===== config.mk =====
export PLATFORM = sky130hd
export DESIGN_NAME = rvm_bitwise_ctrl
export DESIGN_NICKNAME = d
export VERILOG_FILES = /design/src/rtl/rvm_bitwise_ctrl_pkg.sv /design/src/rtl/rvm_bitwise_decode.sv /design/src/rtl/rvm_bitwise_ctrl.sv
export SDC_FILE = /design/constraint.sdc
export NUM_CORES = 1
export LEC_CHECK = 0
export ABC_CLOCK_PERIOD_IN_PS = 3200
export CORE_MARGIN = 8
export CORE_UTILIZATION = 45
export CTS_CLUSTER_DIAMETER = 200
export DETAILED_ROUTE_END_ITERATION = 10
export GPL_ROUTABILITY_DRIVEN = 0
export PLACE_DENSITY = 0.95
export SETUP_SLACK_MARGIN = 0.05
export SYNTH_ARGS = -nofsm -noshare
export SYNTH_HDL_FRONTEND = slang
export SYNTH_SLANG_ARGS = --single-unit

===== constraint.sdc =====
create_clock -name clk -period 3.2 [get_ports clk]
set_input_delay 0.48 -clock clk [delete_from_list [all_inputs] [get_ports clk]]
set_output_delay 0.48 -clock clk [all_outputs]
set_load 0.01 [all_outputs]

===== src/rtl/rvm_bitwise_ctrl_pkg.sv =====
// rvm_bitwise_ctrl_pkg: bitwise unit op codes, funct3 encodings and controller states
package rvm_bitwise_ctrl_pkg;
  localparam logic [2:0] RVM_BITWISE_NOP = 3'd0;
  localparam logic [2:0] RVM_BITWISE_OR  = 3'd1;
  localparam logic [2:0] RVM_BITWISE_AND = 3'd2;
  localparam logic [2:0] RVM_BITWISE_XOR = 3'd3;
  localparam logic [2:0] RVM_FUNCT3_OR   = 3'b110;
  localparam logic [2:0] RVM_FUNCT3_AND  = 3'b111;
  localparam logic [2:0] RVM_FUNCT3_XOR  = 3'b100;
  typedef enum logic [1:0] {
    RVM_BWC_IDLE = 2'd0,
    RVM_BWC_EXEC = 2'd1,
    RVM_BWC_HOLD = 2'd2
  } bwc_state_e;
endpackage


===== src/rtl/rvm_bitwise_decode.sv =====
// rvm_bitwise_decode: funct3 to bitwise op code, flagging unsupported encodings
module rvm_bitwise_decode
  import rvm_bitwise_ctrl_pkg::*;
(
  input  logic [2:0] funct3_i,
  output logic [2:0] op_o,
  output logic       illegal_o
);
  always_comb begin
    op_o = funct3_i == RVM_FUNCT3_OR  ? RVM_BITWISE_OR  :
           funct3_i == RVM_FUNCT3_AND ? RVM_BITWISE_AND :
           funct3_i == RVM_FUNCT3_XOR ? RVM_BITWISE_XOR : RVM_BITWISE_NOP;
    illegal_o = op_o == RVM_BITWISE_NOP;
  end
endmodule


===== src/rtl/rvm_bitwise_ctrl.sv =====
// rvm_bitwise_ctrl: issues OR/AND/XOR requests to the bitwise unit and holds the result for writeback
module rvm_bitwise_ctrl
  import rvm_bitwise_ctrl_pkg::*;
#(
  parameter int XLEN    = 32,
  parameter int TIMEOUT = 4
) (
  input  logic            clk,
  input  logic            reset,
  input  logic            flush,
  input  logic            req_valid,
  output logic            req_ready,
  input  logic [2:0]      req_funct3,
  input  logic [XLEN-1:0] req_lhs,
  input  logic [XLEN-1:0] req_rhs,
  input  logic [4:0]      req_rd,
  output logic [2:0]      fu_op,
  output logic [XLEN-1:0] fu_lhs,
  output logic [XLEN-1:0] fu_rhs,
  input  logic            fu_valid,
  input  logic [XLEN-1:0] fu_result,
  output logic            wb_valid,
  input  logic            wb_ready,
  output logic            wb_we,
  output logic [4:0]      wb_rd,
  output logic [XLEN-1:0] wb_result,
  output logic            wb_error
);
  localparam int CW = $clog2(TIMEOUT + 1);
  bwc_state_e      state_q, state_d;
  logic [CW-1:0]   cnt_q, cnt_d;
  logic [2:0]      op_q, op_d;
  logic [XLEN-1:0] lhs_q, lhs_d, rhs_q, rhs_d, res_q, res_d;
  logic [4:0]      rd_q, rd_d;
  logic            err_q, err_d;
  logic [2:0]      dec_op;
  logic            dec_ill;
  rvm_bitwise_decode u_decode (
    .funct3_i (req_funct3),
    .op_o     (dec_op),
    .illegal_o(dec_ill)
  );
  // Unit inputs are forced quiet outside EXEC so the unit never sees stale operands
  always_comb begin
    state_d   = state_q;
    cnt_d     = cnt_q;
    op_d      = op_q;
    lhs_d     = lhs_q;
    rhs_d     = rhs_q;
    res_d     = res_q;
    rd_d      = rd_q;
    err_d     = err_q;
    req_ready = state_q == RVM_BWC_IDLE && !flush;
    fu_op     = state_q == RVM_BWC_EXEC ? op_q : RVM_BITWISE_NOP;
    fu_lhs    = state_q == RVM_BWC_EXEC ? lhs_q : '0;
    fu_rhs    = state_q == RVM_BWC_EXEC ? rhs_q : '0;
    wb_valid  = state_q == RVM_BWC_HOLD;
    wb_rd     = wb_valid ? rd_q : '0;
    wb_result = wb_valid ? res_q : '0;
    wb_error  = wb_valid && err_q;
    wb_we     = wb_valid && !err_q && rd_q != '0;
    case (state_q)
      RVM_BWC_IDLE: if (req_valid && req_ready) begin
        op_d    = dec_op;
        lhs_d   = req_lhs;
        rhs_d   = req_rhs;
        rd_d    = req_rd;
        res_d   = '0;
        err_d   = dec_ill;
        state_d = dec_ill ? RVM_BWC_HOLD : RVM_BWC_EXEC;
      end
      RVM_BWC_EXEC: begin
        cnt_d = cnt_q == CW'(TIMEOUT) ? cnt_q : cnt_q + 1'b1;
        if (fu_valid) begin
          res_d   = fu_result;
          state_d = RVM_BWC_HOLD;
          cnt_d   = '0;
        end else if (cnt_q == CW'(TIMEOUT - 1)) begin
          err_d   = 1'b1;
          state_d = RVM_BWC_HOLD;
          cnt_d   = '0;
        end
      end
      RVM_BWC_HOLD: if (wb_ready) begin
        state_d = RVM_BWC_IDLE;
        cnt_d   = '0;
      end
      default: state_d = RVM_BWC_IDLE;
    endcase
    if (flush) begin
      state_d = RVM_BWC_IDLE;
      cnt_d   = '0;
    end
  end
  always_ff @(posedge clk) begin
    if (reset) begin
      state_q <= RVM_BWC_IDLE;
      cnt_q   <= '0;
      op_q    <= RVM_BITWISE_NOP;
      lhs_q   <= '0;
      rhs_q   <= '0;
      res_q   <= '0;
      rd_q    <= '0;
      err_q   <= 1'b0;
    end else begin
      state_q <= state_d;
      cnt_q   <= cnt_d;
      op_q    <= op_d;
      lhs_q   <= lhs_d;
      rhs_q   <= rhs_d;
      res_q   <= res_d;
      rd_q    <= rd_d;
      err_q   <= err_d;
    end
  end
endmodule


* Word level (Yosys, flattened, before mapping) *
Index checks and enable logic that the tools add are counted.

word-level totals
  word-level logic and storage cells = 67
  register bits = 110

cells by class
  muxes and demuxes = 26
  $add $sub $neg = 1
  equality and inequality tests = 14
  reductions and logical operators = 18

operator list
  kind                                                                      count
  32-bit 2-to-1 mux                                                         5
  32-bit one-hot mux with 2 select lines                                    1
  3-bit 2-to-1 mux                                                          7
  3-bit equality test (second input constant)                               4
  2-bit 2-to-1 mux                                                          6
  3-bit AND reduction                                                       3
  2-bit by 1-bit inequality test with 1-bit output (second input constant)  3
  2-bit one-hot mux with 3 select lines                                     1
  3-bit one-hot mux with 2 select lines                                     1
  1-bit logical AND                                                         5
  5-bit 2-to-1 mux                                                          1
  5-bit nonzero test                                                        1
  2-bit inequality test (second input constant)                             2
  4-bit by 3-bit inequality test with 1-bit output (second input constant)  1
  4-bit AND reduction                                                       1
  2-bit nonzero test                                                        2
  3-bit by 1-bit adder with 3-bit output (second input constant)            1
  3-bit by 2-bit equality test with 1-bit output (second input constant)    1
  3-bit logical NOT                                                         1
  1-bit 2-to-1 mux                                                          3
  3-bit by 2-bit inequality test with 1-bit output (second input constant)  1
  2-bit by 1-bit equality test with 1-bit output (second input constant)    1
  2-bit equality test (second input constant)                               1
  1-bit logical NOT                                                         2
  other kinds (4)                                                           4

* Depth between registers and ports, before layout *
Gate-level depths: netlist (run 1).

  depth after elaboration = 8
  gate-level depth with buffers = 8
  mapped depth without buffers = 6

* Modules after synthesis *
A second synthesis (run 1) with hierarchy kept.

second synthesis, totals
  cell total of the unflattened synthesis = 630
  area, all modules = 4774.6 um^2

modules (own cells, without submodules)
  module              area an instance (um^2)  cells an instance  instances  seq. area each (um^2)
  rvm_bitwise_ctrl    4730.8                   623                1          2202.1
  rvm_bitwise_decode  43.8                     7                  1          0.0

* Worst setup path after synthesis (run 1) *
No wires, ideal clock.

  kind = register to output
  from = reg state_q[0]
  to = out wb_result[12]
  path slack = 1.436 ns
  cell stages (with the launch flop) = 6
  data required time = 2.720 ns
  arrival time = 1.284 ns
  buffers on the path = 2
  cell sequence = dfxtp_1 inv_1 ha_1 clkbuf_1 clkbuf_1 and2_1

on the way
  cells in the longest elaborated chain, start to end = 2

ends and longest elaborated chain
  item                      RTL line                 RTL
  start: declaration        rvm_bitwise_ctrl.sv:30   bwc_state_e state_q, state_d;
  start signal: assignment  rvm_bitwise_ctrl.sv:106  state_q <= state_d;
  2-bit equality test       rvm_bitwise_ctrl.sv:57   wb_valid = state_q == RVM_BWC_HOLD;
  net wb_valid              rvm_bitwise_ctrl.sv:22   output logic wb_valid,
  32-bit 2-to-1 mux         rvm_bitwise_ctrl.sv:59   wb_result = wb_valid ? res_q : '0;
  end: declaration          rvm_bitwise_ctrl.sv:26   output logic [XLEN-1:0] wb_result,

The timed path passes the listed nets, and every way through them passes these cells.

* Worst setup path after layout (run 1) *
  from = reg state_q[0]
  to = out wb_we

on the way
  cells in the longest elaborated chain, start to end = 3

ends and longest elaborated chain
  item                            RTL line                RTL
  2-bit equality test             rvm_bitwise_ctrl.sv:57
  1-bit logical AND (2 in a row)  rvm_bitwise_ctrl.sv:61  wb_we = wb_valid && !err_q && rd_q != '0;
  end: declaration                rvm_bitwise_ctrl.sv:24  output logic wb_we,

No other way between the ends.

==> metrics.txt, run 1 <==
# TYPE chip_impl_metric gauge
chip_impl_info{name="outcome",value="finished, final reports clean"} 1
chip_impl_info{name="critPathLaunchType",value="flop"} 1
chip_impl_metric{name="drc_violations_left",unit=""} 0
chip_impl_metric{name="initial_drc_count",unit=""} 369
chip_impl_metric{name="die_h",unit="um"} 119
chip_impl_metric{name="synthesis.nets",unit=""} 738
chip_impl_metric{name="register_area",unit="sq um"} 2180
chip_impl_metric{name="design.final.nets",unit=""} 925
chip_impl_metric{name="synth.yosys.warnings",unit=""} 0
chip_impl_metric{name="synth_enable_flop_cells",unit=""} 0
chip_impl_metric{name="floorplan.core_area",unit="sq um"} 10300
chip_impl_metric{name="detail_route.wl_per_cell",unit="um"} 15.1
chip_impl_metric{name="multi_input_comb_area",unit="sq um"} 2320
chip_impl_info{name="post-synth-top-count-cell",value="sky130_fd_sc_hd__nand2_1"} 1
chip_impl_info{name="rsz0062_at_grt",value="no"} 1
chip_impl_info{name="timing.critical_path.to_type",value="primary output"} 1
chip_impl_metric{name="arrival",unit="ns"} 2.24
chip_impl_metric{name="cts_buffers",unit=""} 9
chip_impl_metric{name="flow.area_growth_from_synthesis",unit="%"} 51.6
chip_impl_metric{name="post-route-period-util",unit=""} 0.850
chip_impl_metric{name="grt_pass1_vias",unit=""} 4626
chip_impl_metric{name="number_of_synthesized_register_bits",unit=""} 109
chip_impl_metric{name="cts.repair_timing.setup_buffer_count",unit=""} 0
chip_impl_metric{name="detailed_placement_hpwl",unit="um"} 10700
chip_impl_metric{name="fin_total_pwr",unit="uW"} 2640
chip_impl_metric{name="initial_antenna_violation_count",unit=""} 0
chip_impl_info{name="yosysTopAreaCell",value="sky130_fd_sc_hd__dfxtp_1"} 1
chip_impl_metric{name="globalRouteTotalUtil",unit=""} 0.198
chip_impl_metric{name="cts.clk_slew.worst_paths",unit="ns"} 0.10
chip_impl_info{name="tritoncts",value="built"} 1
chip_impl_metric{name="relSlewSlack",unit=""} 0.256
chip_impl_info{name="holdCritStartpoint",value="res_q[9]"} 1
chip_impl_metric{name="synthesis.instances",unit=""} 623
chip_impl_metric{name="ir_drop",unit="mV"} 0.253
chip_impl_metric{name="route.antenna.remaining_nets",unit=""} 0
chip_impl_metric{name="async_set_or_reset_flop_fraction_in_the_synthesized_netlist",unit=""} 0
chip_impl_metric{name="synth_top_area_frac",unit=""} 0.461
chip_impl_metric{name="max_clock_freq",unit="MHz"} 368
chip_impl_metric{name="final_wirelength",unit="um"} 14400
chip_impl_metric{name="worst-path-max-fanout",unit=""} 28
chip_impl_metric{name="tightest_slew",unit="ns"} 1.12
chip_impl_info{name="ys_top_cells_by_count",value="sky130_fd_sc_hd__nand2_1 (176), sky130_fd_sc_hd__dfxtp_1 (109), sky130_fd_sc_hd__and2_1 (105)"} 1
chip_impl_metric{name="dr.pass1.iters",unit=""} 4
chip_impl_metric{name="postPlaceCellArea",unit="sq um"} 6960
chip_impl_metric{name="timing.final.crit_period",unit="ns"} 2.72
chip_impl_metric{name="drv_cap",unit=""} 0
chip_impl_metric{name="insertion_delay",unit="ns"} 0.35
chip_impl_metric{name="cpPeakStageDelay",unit="ns"} 0.55
chip_impl_metric{name="drv_slew",unit=""} 0
chip_impl_info{name="synth.area.top_cells",value="sky130_fd_sc_hd__dfxtp_1 (46%), sky130_fd_sc_hd__nand2_1 (14%), sky130_fd_sc_hd__and2_1 (14%), sky130_fd_sc_hd__a21oi_1 (11%), sky130_fd_sc_hd__nand3_1 (3.5%)"} 1
chip_impl_info{name="slowest_cell_on_the_critical_path",value="sky130_fd_sc_hd__clkdlybuf4s50_1"} 1
chip_impl_info{name="most_used_flip_flop_cell_after_synthesis",value="sky130_fd_sc_hd__dfxtp_1"} 1
chip_impl_metric{name="total_leakage_power",unit="uW"} 0.00257
chip_impl_metric{name="wire_length_of_the_first_global_routing_pass",unit="um"} 23200
chip_impl_info{name="crit_path_cell_trace",value="inv_1 > ha_1 > buf_12 > o311a_1 > clkdlybuf4s50_1"} 1
chip_impl_metric{name="postCtsResizedCells",unit=""} 0
chip_impl_metric{name="netlist-cell-type-count",unit=""} 31
chip_impl_metric{name="utilization",unit=""} 0.698
chip_impl_metric{name="finalSetupViolCount",unit=""} 0
chip_impl_metric{name="synth.yosys.seq_area_share",unit=""} 0.461
chip_impl_metric{name="vias",unit=""} 4671
chip_impl_metric{name="final.setup.worst_slack",unit="ns"} 0.481
chip_impl_metric{name="clock_sink_count",unit=""} 109
chip_impl_metric{name="pin_count_of_the_biggest_net_entering_global_routing",unit=""} 110
chip_impl_info{name="worst-setup-path-type",value="reg2out"} 1
chip_impl_metric{name="worst-endpoint-required",unit="ns"} 2.72
chip_impl_metric{name="syn_avg_cell_area",unit="sq um"} 7.60
chip_impl_metric{name="pre_cts_slack",unit="ns"} 0.764
chip_impl_metric{name="io_pins",unit=""} 218
chip_impl_metric{name="cts-root-to-sink-buffers",unit=""} 2
chip_impl_info{name="reg2reg_to",value="cnt_q[1]"} 1
chip_impl_info{name="timing.rr.start",value="state_q[1]"} 1
chip_impl_metric{name="cts.hold.buffers_added",unit=""} 0
chip_impl_metric{name="drive_gt1_frac",unit=""} 0.0368
chip_impl_metric{name="synth.cell_area",unit="sq um"} 4730
chip_impl_metric{name="die_area",unit="sq um"} 14100
chip_impl_metric{name="nFillCells",unit=""} 825
chip_impl_metric{name="fin_skew",unit="ns"} 0.0127
chip_impl_metric{name="setup_tns",unit="ns"} 0
chip_impl_info{name="clk_root_buffer_cell",value="sky130_fd_sc_hd__clkbuf_8"} 1
chip_impl_metric{name="holdPathStages",unit=""} 2
chip_impl_metric{name="cts_max_level",unit=""} 3
chip_impl_metric{name="initial_util",unit=""} 0.461
chip_impl_metric{name="vias_per_cell",unit=""} 4.91
chip_impl_metric{name="grt_overflow",unit=""} 0
chip_impl_metric{name="die_width",unit="um"} 119
chip_impl_info{name="worstHoldEndpoint",value="res_q[9]"} 1
chip_impl_metric{name="r2r_slack",unit="ns"} 0.85
chip_impl_metric{name="worstRegToRegCells",unit=""} 7
chip_impl_metric{name="place.port_buffers",unit=""} 216
chip_impl_metric{name="hold_vio_cnt_final",unit=""} 0
chip_impl_metric{name="num_antenna_cells",unit=""} 0
chip_impl_metric{name="power.density",unit="nW/um^2"} 368
chip_impl_metric{name="rows",unit=""} 37
chip_impl_info{name="holdCritPathClass",value="reg2reg"} 1
chip_impl_metric{name="fin_area",unit="sq um"} 7180
[cells in the final DEF (no fill, tap or decap), types with 2 or more instances in the layout]
| cell | synthesis | final |
|---|---|---|
| sky130_fd_sc_hd__clkdlybuf4s50_1 | 0 | 215 |
| sky130_fd_sc_hd__a211oi_1 | 2 | 2 |
| sky130_fd_sc_hd__o21ai_0 | 2 | 2 |
| sky130_fd_sc_hd__buf_12 | 0 | 3 |
| sky130_fd_sc_hd__nand2b_1 | 4 | 4 |
| sky130_fd_sc_hd__inv_6 | 0 | 2 |
| sky130_fd_sc_hd__nand3_1 | 33 | 33 |
| sky130_fd_sc_hd__nand2_1 | 176 | 175 |
| sky130_fd_sc_hd__ha_1 | 5 | 4 |
| sky130_fd_sc_hd__mux2_1 | 2 | 2 |
| sky130_fd_sc_hd__nor2b_1 | 2 | 2 |
| sky130_fd_sc_hd__a21oi_1 | 104 | 104 |
| sky130_fd_sc_hd__nor3_1 | 5 | 5 |
| sky130_fd_sc_hd__nor2_1 | 4 | 4 |
| sky130_fd_sc_hd__nand4_1 | 2 | 2 |
| sky130_fd_sc_hd__dfxtp_1 | 109 | 109 |
| sky130_fd_sc_hd__inv_1 | 7 | 7 |
| sky130_fd_sc_hd__and2_1 | 105 | 104 |
| sky130_fd_sc_hd__buf_4 | 4 | 7 |
| sky130_fd_sc_hd__inv_8 | 0 | 2 |
| sky130_fd_sc_hd__clkbuf_8 | 0 | 10 |
[per-stage QoR]
step                      hold slack, ns  instances
after floorplan                    0.427        623
after global placement             0.434        935
after detailed placement           0.439        935
after CTS                          0.454        951
after global routing               0.468        951
final                              0.450        951
[worst max-delay path: cells and delay by family (launching register included)]
| kind | cells | cell delay (ns) |
|---|---|---|
| adders and majority gates | 1 | 0.51 |
| DFF | 1 | 0.35 |
| buffers and inverters | 3 | 0.87 |
| AOI/OAI and AO/OA | 1 | 0.17 |
[final cells by class]
cell class	instances	area share
multi-input cells	458	0.323
repair buffers	225	0.316
flip-flops and latches	109	0.304
well taps	136	0.0237
clock buffers	10	0.0192
clock inverters	6	0.0108
inverters	7	0.00366
[flip-flops by register name (all words and copies together) (netlist names)]
name     cells
op_q         2
state_q      2
rhs_q       32
err_q        1
cnt_q        3
res_q       32
rd_q         5
lhs_q       32
[power by group]
part / internal [uW] / switching [uW]
registers: 1400 / 20.2
logic: 179 / 158
clock network: 401 / 481
total: 1980 / 660
[logic make-up after synthesis]
group,Yosys count,share of synthesized area
other,1,0.000792
flip-flops,109,0.461
buffers and inverters,56,0.0523
adder cells (fa/ha/maj),5,0.0132
multiplexers,3,0.00687
AO/OA/AOI/OAI,114,0.127
AND/OR/NAND/NOR,335,0.339
[worst max path at each step]
stage                from  slack [ns]  cells after the start             to
3_5_place_dp        flush        0.76                      6      rhs_q[10]
5_1_grt        state_q[0]        0.28                      5          wb_we
4_1_cts        state_q[1]        0.47                      5      fu_rhs[1]
3_3_place_gp        flush        0.83                      6      lhs_q[17]
6_report       state_q[0]        0.48                      5          wb_we
2_1_floorplan  state_q[0]        1.44                      5  wb_result[12]
[routing by layer]
layer,vias to the layer above,global-route usage,share of wire
met5,-,0,0
met3,14,0.0890,0.10
met2,165,0.353,0.50
met1,2118,0.205,0.39
met4,0,0.0569,0.013
li1,2374,-,-
Note: power is estimated with default switching activity, not from simulation.
==> inputs of run 2 (changes only) <==
--- a/config.mk
+++ b/config.mk
@@ -5,13 +5,13 @@
 export SDC_FILE = /design/constraint.sdc
 export NUM_CORES = 1
 export LEC_CHECK = 0
-export ABC_CLOCK_PERIOD_IN_PS = 3200
+export ABC_CLOCK_PERIOD_IN_PS = 2300
 export CORE_MARGIN = 8
-export CORE_UTILIZATION = 45
+export CORE_UTILIZATION = 38
 export CTS_CLUSTER_DIAMETER = 200
 export DETAILED_ROUTE_END_ITERATION = 10
 export GPL_ROUTABILITY_DRIVEN = 0
-export PLACE_DENSITY = 0.95
+export PLACE_DENSITY = 0.87
 export SETUP_SLACK_MARGIN = 0.05
 export SYNTH_ARGS = -nofsm -noshare
 export SYNTH_HDL_FRONTEND = slang
==> constraint.sdc (replaced) <==
create_clock -name clk -period 2.3 [get_ports clk]
set_input_delay 0.345 -clock clk [delete_from_list [all_inputs] [get_ports clk]]
set_output_delay 0.345 -clock clk [all_outputs]
set_load 0.01 [all_outputs]
==> metrics.txt, run 2 (synthesis gave the netlist of run 1 again) <==
# TYPE chip_impl_metric gauge
chip_impl_metric{name="vias_per_cell",unit=""} 4.90
chip_impl_metric{name="flow.area_growth_from_synthesis",unit="%"} 62.6
chip_impl_metric{name="fin_skew",unit="ns"} 0.00319
chip_impl_metric{name="drc_violations_left",unit=""} 0
chip_impl_info{name="worst-setup-path-type",value="reg2out"} 1
chip_impl_info{name="timing.critical_path.to_type",value="primary output"} 1
chip_impl_metric{name="worst-path-max-fanout",unit=""} 21
chip_impl_metric{name="rows",unit=""} 40
chip_impl_metric{name="post-route-period-util",unit=""} 0.971
chip_impl_metric{name="grt_pass1_vias",unit=""} 4773
chip_impl_metric{name="total_leakage_power",unit="uW"} 0.00396
chip_impl_metric{name="finalSetupViolCount",unit=""} 0
chip_impl_metric{name="vias",unit=""} 4879
chip_impl_info{name="final_cell_mix",value="sky130_fd_sc_hd__nand2_1 (175), sky130_fd_sc_hd__clkdlybuf4s50_1 (147), sky130_fd_sc_hd__dfxtp_1 (108)"} 1
chip_impl_metric{name="drv_slew",unit=""} 0
chip_impl_metric{name="hold_vio_cnt_final",unit=""} 0
chip_impl_metric{name="die_width",unit="um"} 128
chip_impl_info{name="holdCritPathClass",value="reg2reg"} 1
chip_impl_metric{name="die_h",unit="um"} 128
chip_impl_metric{name="io_pins",unit=""} 218
chip_impl_metric{name="insertion_delay",unit="ns"} 0.34
chip_impl_metric{name="place.port_buffers",unit=""} 216
chip_impl_metric{name="fin_total_pwr",unit="uW"} 4130
chip_impl_metric{name="drive_gt1_frac",unit=""} 0.0508
chip_impl_metric{name="pin_count_of_the_biggest_net_entering_global_routing",unit=""} 54
chip_impl_info{name="mostFrequentLayoutCell",value="sky130_fd_sc_hd__nand2_1"} 1
chip_impl_metric{name="power.density",unit="nW/um^2"} 537
chip_impl_metric{name="floorplan.core_area",unit="sq um"} 12100
chip_impl_metric{name="timing.final.crit_period",unit="ns"} 2.23
chip_impl_metric{name="max_clock_freq",unit="MHz"} 448
chip_impl_metric{name="route.antenna.remaining_nets",unit=""} 0
chip_impl_info{name="tritoncts",value="built"} 1
chip_impl_info{name="clk_root_buffer_cell",value="sky130_fd_sc_hd__clkbuf_16"} 1
chip_impl_metric{name="setup_tns",unit="ns"} 0
chip_impl_metric{name="design.final.nets",unit=""} 936
chip_impl_metric{name="utilization",unit=""} 0.636
chip_impl_metric{name="arrival",unit="ns"} 1.89
chip_impl_metric{name="wire_length_of_the_first_global_routing_pass",unit="um"} 24200
chip_impl_metric{name="detail_route.wl_per_cell",unit="um"} 15.9
chip_impl_metric{name="ir_drop",unit="mV"} 0.357
chip_impl_metric{name="grt_overflow",unit=""} 0
chip_impl_metric{name="worst-endpoint-required",unit="ns"} 1.96
chip_impl_info{name="rsz0062_at_grt",value="yes"} 1
chip_impl_metric{name="detailed_placement_hpwl",unit="um"} 10800
chip_impl_metric{name="cts_buffers",unit=""} 9
chip_impl_metric{name="clock_sink_count",unit=""} 109
chip_impl_info{name="top_regs",value="lhs_q (32), res_q (32), rhs_q (32)"} 1
chip_impl_metric{name="tightest_slew",unit="ns"} 0.600
chip_impl_metric{name="drv_cap",unit=""} 0
chip_impl_metric{name="final_wirelength",unit="um"} 15900
chip_impl_metric{name="cts.clk_slew.worst_paths",unit="ns"} 0.07
chip_impl_metric{name="initial_drc_count",unit=""} 304
chip_impl_metric{name="initial_util",unit=""} 0.391
chip_impl_info{name="outcome",value="finished, final reports clean"} 1
chip_impl_metric{name="relSlewSlack",unit=""} 0.600
chip_impl_metric{name="cts_max_level",unit=""} 3
chip_impl_metric{name="cts-root-to-sink-buffers",unit=""} 2
chip_impl_metric{name="die_area",unit="sq um"} 16300
chip_impl_metric{name="globalRouteTotalUtil",unit=""} 0.183
chip_impl_metric{name="dr.pass1.iters",unit=""} 5
chip_impl_info{name="critPathLaunchType",value="flop"} 1
chip_impl_metric{name="initial_antenna_violation_count",unit=""} 2
==> run 2: cell count changes in the layout (fill, tap and decap cells not counted), moves of 2 or more <==
cell                              delta
sky130_fd_sc_hd__buf_12              +4
sky130_fd_sc_hd__buf_4               +4
sky130_fd_sc_hd__clkbuf_1            +3
sky130_fd_sc_hd__clkbuf_16          +11
sky130_fd_sc_hd__clkbuf_8           -10
sky130_fd_sc_hd__clkdlybuf4s50_1    -68
sky130_fd_sc_hd__dlymetal6s2s_1     +67
sky130_fd_sc_hd__ha_1                -2
sky130_fd_sc_hd__ha_4                +2
sky130_fd_sc_hd__inv_6               -2
sky130_fd_sc_hd__inv_8               -2
==> run 2: final timing paths <==
check	from	endpoint	slack [ns]	depth (start not counted)
setup / recovery	state_q[0]	wb_result[0]	0.07	5
hold / removal	res_q[22]	res_q[22]	0.45	2
setup reg to reg	state_q[1]	cnt_q[0]	0.17	7
hold reg to reg	res_q[22]	res_q[22]	0.45	2
==> run 2: critical path: stages (launching register included) <==
cell	delay, ns
sky130_fd_sc_hd__dfxtp_2	0.35
sky130_fd_sc_hd__inv_1	0.13
sky130_fd_sc_hd__ha_4	0.19
sky130_fd_sc_hd__clkbuf_16	0.18
sky130_fd_sc_hd__and2_1	0.14
sky130_fd_sc_hd__clkdlybuf4s50_1	0.55
==> run 2: what timing repair did <==
item / 4_1_cts / 5_1_grt
cloned: 1 / 3
gates resized for setup: 2 / 74
buffers inserted: 2 / 0
endpoints found under the setup margin: 64 / 89
hold buffers: 0 / 0
==> run 2: layout make-up <==
cell class                      instances  area [sq um]
Inverter                                7          26.3
Timing Repair Buffer                  236          2620
Clock buffer                           12           236
Clock inverter                          4          72.6
Multi-Input combinational cell        458          2340
Tap cell                              168           210
Antenna cell                            1          2.50
Fill cell                            1025          4410
Sequential cell                       109          2180
==> run 2: power breakdown <==
group          leakage (uW)  switching [uW]  internal (uW)
clock network      0.000147             689            955
registers          0.000887            31.3           1950
logic               0.00293             232            273
total               0.00396             953           3180
==> run 2: metrics by stage <==
step,std cells,hold slack (ns),worst slack [ns],area (sq um)
2_1_floorplan,623,0.422,0.622,4730
3_3_place_gp,972,0.433,0.313,7080
3_5_place_dp,972,0.441,0.275,7080
4_1_cts,991,0.449,0.00685,7440
5_1_grt,995,0.460,0.0144,7700
6_report,995,0.447,0.0669,7700
==> run 2: routing by layer <==
metal / part of all wire / GRT usage / up-vias
met3: 0.098 / 0.0770 / 21
met5: 0.00082 / 0 / -
li1: - / - / 2404
met1: 0.40 / 0.199 / 2271
met2: 0.49 / 0.310 / 181
met4: 0.015 / 0.0699 / 2
==> inputs of run 3 (changes only) <==
==> constraint.sdc (replaced) <==
create_clock -name clk -period 2.3 [get_ports clk]
set_input_delay 0.46 -clock clk [delete_from_list [all_inputs] [get_ports clk]]
set_output_delay 0.46 -clock clk [all_outputs]
set_load 0.01 [all_outputs]
==> metrics.txt, run 3 (synthesis gave the netlist of run 1 again) <==
# TYPE chip_impl_metric gauge
chip_impl_info{name="final_cell_mix",value="sky130_fd_sc_hd__nand2_1 (175), sky130_fd_sc_hd__clkdlybuf4s50_1 (110), sky130_fd_sc_hd__dfxtp_1 (107)"} 1
chip_impl_metric{name="globalRouteTotalUtil",unit=""} 0.180
chip_impl_metric{name="worst-endpoint-required",unit="ns"} 1.84
chip_impl_info{name="holdCritPathClass",value="reg2reg"} 1
chip_impl_metric{name="relSlewSlack",unit=""} 0.548
chip_impl_info{name="holdCritStartpoint",value="res_q[23]"} 1
chip_impl_info{name="timing.rr.start",value="state_q[1]"} 1
chip_impl_metric{name="detail_route.wl_per_cell",unit="um"} 15.1
chip_impl_metric{name="cts.hold.buffers_added",unit=""} 0
chip_impl_metric{name="initial_antenna_violation_count",unit=""} 2
chip_impl_metric{name="hold_vio_cnt_final",unit=""} 0
chip_impl_metric{name="drc_violations_left",unit=""} 0
chip_impl_metric{name="met1Wirelength",unit="um"} 5890
chip_impl_info{name="launching_instance_or_port_of_the_critical_path",value="flush"} 1
chip_impl_info{name="worst-setup-path-type",value="in2out"} 1
chip_impl_metric{name="vias_per_cell",unit=""} 4.75
chip_impl_info{name="reg2reg_to",value="cnt_q[1]"} 1
chip_impl_metric{name="finalSetupViolCount",unit=""} 0
chip_impl_info{name="top_regs",value="lhs_q (32), res_q (32), rhs_q (32)"} 1
chip_impl_metric{name="final.setup.worst_slack",unit="ns"} 0.0708
chip_impl_metric{name="holdPathStages",unit=""} 2
chip_impl_metric{name="register_area",unit="sq um"} 2180
chip_impl_metric{name="cts-root-to-sink-buffers",unit=""} 2
chip_impl_info{name="top_layer_used",value="met5"} 1
chip_impl_metric{name="place.port_buffers",unit=""} 216
chip_impl_metric{name="met3_length",unit="um"} 1650
chip_impl_metric{name="cts.clk_slew.worst_paths",unit="ns"} 0.06
chip_impl_metric{name="die_h",unit="um"} 128
chip_impl_metric{name="grt_pass1_vias",unit=""} 4547
chip_impl_metric{name="io_pins",unit=""} 218
chip_impl_info{name="outcome",value="finished, final reports clean"} 1
chip_impl_metric{name="clock_sink_count",unit=""} 109
chip_impl_metric{name="vias",unit=""} 4722
chip_impl_metric{name="tightest_slew",unit="ns"} 0.678
chip_impl_metric{name="power.density",unit="nW/um^2"} 563
chip_impl_metric{name="finish.cell_count_without_fillers",unit=""} 994
chip_impl_info{name="worstHoldEndpoint",value="res_q[23]"} 1
chip_impl_metric{name="fin_skew",unit="ns"} 0.00621
chip_impl_info{name="tritoncts",value="built"} 1
chip_impl_metric{name="route.antenna.remaining_nets",unit=""} 0
chip_impl_metric{name="worst-path-max-fanout",unit=""} 5
chip_impl_metric{name="dr.pass1.iters",unit=""} 4
chip_impl_metric{name="detailed_placement_hpwl",unit="um"} 10900
chip_impl_metric{name="arrival",unit="ns"} 1.77
chip_impl_metric{name="nFillCells",unit=""} 1154
chip_impl_metric{name="drv_cap",unit=""} 0
chip_impl_info{name="critPathLaunchType",value="input port"} 1
chip_impl_metric{name="cts_buffers",unit=""} 9
chip_impl_metric{name="final_wirelength",unit="um"} 15000
chip_impl_info{name="clk_root_buffer_cell",value="sky130_fd_sc_hd__clkbuf_16"} 1
chip_impl_info{name="timing.critical_path.to_type",value="primary output"} 1
chip_impl_metric{name="pre_cts_slack",unit="ns"} 0.0723
chip_impl_metric{name="rows",unit=""} 40
chip_impl_metric{name="insertion_delay",unit="ns"} 0.35
chip_impl_info{name="mostFrequentLayoutCell",value="sky130_fd_sc_hd__nand2_1"} 1
chip_impl_metric{name="worstRegToRegCells",unit=""} 8
chip_impl_metric{name="design.final.nets",unit=""} 935
chip_impl_metric{name="cts_max_level",unit=""} 3
chip_impl_metric{name="die_width",unit="um"} 128
chip_impl_metric{name="timing.final.crit_period",unit="ns"} 2.23
chip_impl_metric{name="wire_length_of_the_first_global_routing_pass",unit="um"} 23400
chip_impl_metric{name="numPlacedInstances",unit=""} 973
chip_impl_metric{name="grt_overflow",unit=""} 0
chip_impl_metric{name="utilization",unit=""} 0.610
chip_impl_metric{name="initial_drc_count",unit=""} 232
chip_impl_metric{name="drive_gt1_frac",unit=""} 0.0545
chip_impl_metric{name="initial_util",unit=""} 0.391
chip_impl_metric{name="pin_count_of_the_biggest_net_entering_global_routing",unit=""} 62
chip_impl_metric{name="total_leakage_power",unit="uW"} 0.00324
chip_impl_metric{name="post-route-period-util",unit=""} 0.969
chip_impl_metric{name="wl_met2",unit="um"} 7260
chip_impl_metric{name="r2r_slack",unit="ns"} 0.18
chip_impl_metric{name="floorplan.core_area",unit="sq um"} 12100
chip_impl_metric{name="drv_slew",unit=""} 0
chip_impl_metric{name="hold_ws",unit="ns"} 0.446
chip_impl_metric{name="max_clock_freq",unit="MHz"} 449
chip_impl_metric{name="multi_input_comb_area",unit="sq um"} 2350
chip_impl_metric{name="flow.area_growth_from_synthesis",unit="%"} 56.1
chip_impl_metric{name="ir_drop",unit="mV"} 0.697
chip_impl_metric{name="die_area",unit="sq um"} 16300
chip_impl_info{name="rsz0062_at_grt",value="yes"} 1
==> run 3: changes by cell type in the layout (fill, tap and decap cells not counted), moves of 2 or more <==
cell and change:
sky130_fd_sc_hd__clkbuf_8 +2, sky130_fd_sc_hd__clkdlybuf4s50_1 -37, sky130_fd_sc_hd__dlymetal6s2s_1 -65, sky130_fd_sc_hd__dlygate4sd2_1 +102
sky130_fd_sc_hd__clkbuf_16 -2, sky130_fd_sc_hd__clkbuf_1 -2
==> run 3: stage by stage <==
stage | cell area [sq um] | setup TNS, ns | power (uW)
3_3_place_gp | 7100 | 0 | 2510
3_5_place_dp | 7100 | 0 | 2520
2_1_floorplan | 4730 | 0 | 2230
5_1_grt | 7390 | 0 | 4340
6_report | 7390 | 0 | 4160
4_1_cts | 7360 | -0.0842 | 4210
==> run 3: final cells by class <==
type | instances | area share
repair buffers | 235 | 0.310
multi-input cells | 458 | 0.318
flip-flops and latches | 109 | 0.296
clock inverters | 4 | 0.00948
inverters | 7 | 0.00355
clock buffers | 12 | 0.0347
well taps | 168 | 0.0284
diodes | 1 | 0.000339
==> run 3: worst max path at each step <==
stage,endpoint,slack [ns],cells after the start
6_report,req_ready,0.07,3
5_1_grt,req_ready,0.007,3
4_1_cts,req_ready,-0.08,4
3_5_place_dp,req_ready,0.07,3
2_1_floorplan,wb_result[12],0.56,5
3_3_place_gp,req_ready,0.1,3
==> run 3: where the power goes <==
group,internal (uW),switching [uW]
Sequential,1950,29.2
Clock,1010,674
Combinational,268,226
Total,3230,929
==> run 3: routing by layer <==
metal,up-vias,GRT usage
li1,2397,-
met4,2,0.0587
met2,162,0.302
met3,19,0.0953
met1,2142,0.192
met5,-,0
==> run 3: worst max-delay path, stage by stage <==
cell                              delay [ns]
sky130_fd_sc_hd__clkdlybuf4s50_1        0.48
sky130_fd_sc_hd__and2b_1                0.27
sky130_fd_sc_hd__clkdlybuf4s50_1        0.56
==> run 3: repair_timing <==
item / CTS / global route
pin swaps: 1 / 0
buffers inserted: 3 / 0
setup endpoints to repair: 106 / 37
gates resized for setup: 106 / 8
cloned: 1 / 0
